File: src/rtl/btn_pair_debounce.sv
// Two independent raw-button cleaners: 2-flop synchronizer plus saturating debounce counter.
// Latency DEBOUNCE_CYCLES+2 edges from raw change to level/pulse; no backpressure, free-running.
module btn_pair_debounce #(
    parameter int DEBOUNCE_CYCLES = 50000,
    parameter int CNT_WIDTH       = 16
) (
    input  logic clk,
    input  logic rst,
    input  logic btn_a_raw,
    input  logic btn_b_raw,
    output logic a,
    output logic b,
    output logic a_rise,
    output logic a_fall,
    output logic b_rise,
    output logic b_fall
);

    localparam logic [CNT_WIDTH-1:0] CNT_LAST = CNT_WIDTH'(DEBOUNCE_CYCLES - 1);

    logic [1:0] raw;
    assign raw = {btn_b_raw, btn_a_raw};

    for (genvar i = 0; i < 2; i++) begin : ch
        logic                 s1;
        logic                 s2;
        logic                 lvl;
        logic                 rise;
        logic                 fall;
        logic [CNT_WIDTH-1:0] cnt;

        always_ff @(posedge clk) begin
            if (rst) begin
                s1   <= 1'b0;
                s2   <= 1'b0;
                lvl  <= 1'b0;
                rise <= 1'b0;
                fall <= 1'b0;
                cnt  <= '0;
            end else begin
                s1   <= raw[i];
                s2   <= s1;
                rise <= 1'b0;
                fall <= 1'b0;
                // A return to the current level aborts any pending change.
                if (s2 == lvl) begin
                    cnt <= '0;
                end else if (cnt == CNT_LAST) begin
                    lvl  <= s2;
                    cnt  <= '0;
                    rise <= s2;
                    fall <= ~s2;
                end else begin
                    cnt <= cnt + 1'b1;
                end
            end
        end
    end

    assign a      = ch[0].lvl;
    assign a_rise = ch[0].rise;
    assign a_fall = ch[0].fall;
    assign b      = ch[1].lvl;
    assign b_rise = ch[1].rise;
    assign b_fall = ch[1].fall;

endmodule

File: config.mk
export PLATFORM = sky130hd
export DESIGN_NAME = btn_pair_debounce
export DESIGN_NICKNAME = d
export VERILOG_FILES = /design/src/rtl/btn_pair_debounce.sv
export SDC_FILE = /design/constraint.sdc
export NUM_CORES = 1
export LEC_CHECK = 0
export BUFFER_PORTS_ARGS = -buffer_cell sky130_fd_sc_hd__buf_2
export CAP_MARGIN = 20
export CELL_PAD_IN_SITES_DETAIL_PLACEMENT = 0
export CELL_PAD_IN_SITES_GLOBAL_PLACEMENT = 1
export CORE_UTILIZATION = 46
export DETAILED_ROUTE_END_ITERATION = 16
export GPL_TIMING_DRIVEN = 0
export PLACE_DENSITY = 0.85
export RECOVER_POWER = 50
export SETUP_SLACK_MARGIN = 0.3
export SLEW_MARGIN = 20
export SYNTH_ARGS = -nofsm -noshare
export SYNTH_HDL_FRONTEND = slang
export SYNTH_SLANG_ARGS = --single-unit
File: constraint.sdc
create_clock -name clk -period 1.9 [get_ports clk]
set_input_delay 0.095 -clock clk [delete_from_list [all_inputs] [get_ports clk]]
set_output_delay 0.095 -clock clk [all_outputs]
set_load 0.02 [all_outputs]
# == Word-level counts from Yosys, hierarchy flattened ==
# Cells that the tools add are included.
# word_totals
elab_cells,30
input_bits,4
out_inout_bits,6
reg_bits,42
# classes
n_eq_ne,4
bitwise_logic,6
n_reduce_logical,6
add_sub_neg,2
# op_table
cell,n
"adder 16 x 1 -> 16 bit, second input constant",2
"== test 16 bit, second input constant",2
OR reduction 3 bit,4
inverter 1 bit,6
AND reduction 2 bit,2
== test 1 bit,2

# == Depth between registers and ports, before layout ==
# logic_depth
depth_word,3
mapped_depth,6
depth_no_buf,5

# == Worst setup path after synthesis ==
# OpenSTA, ideal clock, no wires.
# synth_path
kind,register -> register
start,register ch[1].cnt[0]
end,register ch[1].cnt[10]
n_path_buf,0
setup_slack_ns,0.384
t_arrival_ns,1.402
path_stages_with_launch,6
period_less_slack_ns,1.516
cell_sequence,dfxtp_1 > ha_1 > inv_1 > or4_4 > xor2_1 > nor2_2
# synth_between
elab_chain_len,2
elab_cells_between_ends,3
cone_classes,add/sub (1); eq/ne (1); reduce/logical (1)
# synth_lines
item,line,rtl
from (decl),30,logic [CNT_WIDTH-1:0] cnt;
from (signal assigned),54,cnt <= cnt + 1'b1;
branches (longest 2 deep; another with adder 16 x 1 -> 16 bit),n/a,
# Several ways; the timed one is not identified.
# A chain may end at the register's enable or synchronous reset.

# == Final worst setup path ==
# layout_path
start,register ch[1].cnt[14]
end,register ch[1].cnt[6]
# layout_between
elab_chain_len,2
# layout_lines
item,line,rtl
== test 16 bit,48,end else if (cnt == CNT_LAST) begin
OR reduction 3 bit (no line),n/a,
# Every way passes these cells.

==> impl_metrics.yaml <==
power_and_ir_drop:
  ir_drop_uv: 556.9
  clockPowerShare: 0.384
  leakagePower_uw: 0.0006411
  seqPwrFrac: 0.599
  power.switching_uw: 329.5
  power_density_mw_per_mm2: 728.8
  internal_power_uw: 1155
  swShare: 0.2220
  power_frac_comb: 0.018
placed_design:
  finalWeightedCongestion: 0.8442
  hpwl_mm: 2.200
  io_buffers: 9
worst_setup_path:
  timing.rr.end: "ch[1].cnt[6]"
  worstSetupEndpointType: "flop"
  cp_max_fo: 3
  cp-start-kind: "flop"
  r2r_cells: 5
  criticalPathCategory: "reg -> reg"
  crit_arrival_ns: 1.79
  rrSetupSlack_ns: 0.29
  worstSetupStartpoint: "ch[1].cnt[14]"
  required_ns: 2.08
  endpoint: "ch[1].cnt[6]"
  timing.rr.start: "ch[1].cnt[14]"
timing:
  period_share: 0.8454
  finalSetupTns_ns: 0
  final-hold-violation-count: 0
  maxSlewHeadroom: 0.7117
  maxSlewViolCount: 0
  finalCriticalPeriod_ns: 1.606
  fmax_mhz: 622.6
  worst_pin_slew_ns: 0.4267
  rsz0062_at_grt: "no"
  setup_violations: 0
  fin_skew_ns: 0.008596
layout:
  drive_gt1_frac: 0.1274
  multi_input_area_um2: 914.6
  final_core_util: 0.5522
  area_growth_pct: 14.73
  nFillCells: 349
  seq_area_um2: 844.6
  num_antenna_cells: 0
  fin_nets: 217
global_route:
  grt_max_degree: 15
  grt_overflow: 0
  antenna_found_initial: 0
  grt_pass1_vias: 1311
  grt_usage: 0.1833
  grt_first_pass_wirelength_mm: 5.782
floorplan:
  core_mm2: 0.003689
  die_w_um: 64.13
  io_pins: 10
  die_y_um: 64.13
  rows: 22
  dieArea_mm2: 0.004112
  initial_core_util: 0.4813
yosys:
  async_flop_share: 0
  synth-seq-area-share: 0.4736
  yosys_warnings: 0
  netlist_instances: 187
  synth-seq-cells: 42
  syn_area_per_cell_um2: 9.494
  synth_nets: 193
  synth_area_mm2: 0.001775
  ys_types: 29
  synth-edff-count: 0
  synth_flop_cell: "dfxtp_1"
clocking:
  cts_tree: "done"
  clock_latency_ns: 0.29
  root_buffer: "clkbuf_8"
  h-tree-depth: 2
  clock_path_buffers: 2
  cts_buffers: 5
  cts_sinks: 42
  clk_pin_slew_ns: 0.08
run:
  cap_viol_max_count: 0
detailed_routing:
  wl_per_cell_um: 12.87
  wirelength_mm: 3.345
  vias: 1380
  antenna_left: 0
  drt_iter0_markers: 55
  vias_per_cell: 5.308
  drc_errors: 0
  firstDrtPassIters: 4
hold_path:
  hold_class: "in -> reg"
outcome:
  outcome: "finished clean"
## worst min-delay path by stage
stage,start,end,slack (ns),depth (start not counted)
3_3_place_gp,rst,ch[1].s2,0.31,2
3_5_place_dp,rst,ch[1].s2,0.31,2
5_1_grt,btn_a_raw,ch[0].s1,0.03,2
4_1_cts,btn_a_raw,ch[0].s1,0.03,2
2_1_floorplan,rst,ch[1].s2,0.17,1
6_report,btn_a_raw,ch[0].s1,0.03,2
## stage by stage
stage               cells  power [uW]  area [um2]  hold WS (ns)  setup WS [ns]
floorplan             187       921.6        1775        0.1666         0.3837
detailed placement    244       930.0        1881        0.3089         0.1506
global placement      244       928.7        1881        0.3093         0.1761
finish                260        1485        2037       0.03458         0.2937
CTS                   257        1499        2023       0.03403         0.3121
global route          260        1547        2037       0.03375         0.1562
## flip-flops by register name (all words and copies together) (netlist names)
name    count
b_fall      1
a_fall      1
b_rise      1
ch.cnt     32
ch.s2       2
b           1
a           1
a_rise      1
ch.s1       2
## layout by cell type, fill, tap and decap left out, types with 7 or more instances in the layout
cell type and count:
clkbuf_1 11, dfxtp_1 39, nand2_1 7, nand3_1 8
nand4_1 11, nor2_1 33, nor3_1 8, nor4_1 9
xnor2_1 21, xor2_1 8
## power groups by stage
stage          clock network (uW)  logic, uW  registers (uW)
4_1_cts                       584       26.0             889
6_report                      570       26.0             889
3_5_place_dp                    0       20.7             909
3_3_place_gp                    0       19.9             909
5_1_grt                       627       29.7             890
2_1_floorplan                   0       13.5             908
## worst max-delay path, cell delays in order (launching register included)
cell      delay (ns)
dfxtp_1         0.39
nor4bb_1        0.45
nand4_1         0.23
nand2_1         0.19
clkbuf_1        0.16
nor2_1          0.06
## area by class of cell
cell class | instances | area share
multi-input cells | 138 | 0.4490
flip-flops and latches | 42 | 0.4146
repair buffers | 17 | 0.04423
clock buffers | 5 | 0.03378
well taps | 48 | 0.02948
plain buffers | 3 | 0.01106
clock inverters | 3 | 0.01044
inverters | 4 | 0.007371
## synthesized netlist by cell type (2+ instances only)
| cell type | instances | area [um2] |
|---|---|---|
| dfxtp_1 | 42 | 840.8 |
| nor2_1 | 33 | 123.9 |
| xnor2_1 | 21 | 183.9 |
| nand4_1 | 11 | 68.82 |
| nor4_1 | 9 | 56.30 |
| nand2_1 | 8 | 30.03 |
| nand3_1 | 8 | 40.04 |
| nor3_1 | 8 | 40.04 |
| xor2_1 | 8 | 70.07 |
| nor4b_1 | 6 | 52.55 |
| and3_1 | 4 | 25.02 |
| inv_1 | 4 | 15.01 |
| nor2b_1 | 4 | 25.02 |
| and4bb_2 | 2 | 25.02 |
| ha_1 | 2 | 25.02 |
| mux2i_1 | 2 | 20.02 |
| nand2b_1 | 2 | 12.51 |
| nor4bb_1 | 2 | 20.02 |
## logic make-up after synthesis
logic type	after synthesis	share of synthesized area
mux	2	0.01128
flops	42	0.4736
xor+xnor	29	0.1431
fa+ha+maj	2	0.01409
simple gates	104	0.3354
compound gates	1	0.002816
buf+inv	7	0.01972
## repair_timing
item,CTS,global route
hold buffers,2,0
resized for setup,5,6
endpoints found under the hold margin,2,0
buffers inserted,3,3
pin swaps,3,2
setup endpoints to repair,20,30
## metal layers
layer	global-route usage	vias to the layer above	part of all wire
met3	0.04821	8	0.031
met1	0.2397	644	0.48
met5	0	-	0
met2	0.2859	20	0.47
met4	0.07500	0	0.020
li1	-	708	-
Note: power is estimated with default switching activity, not from simulation.
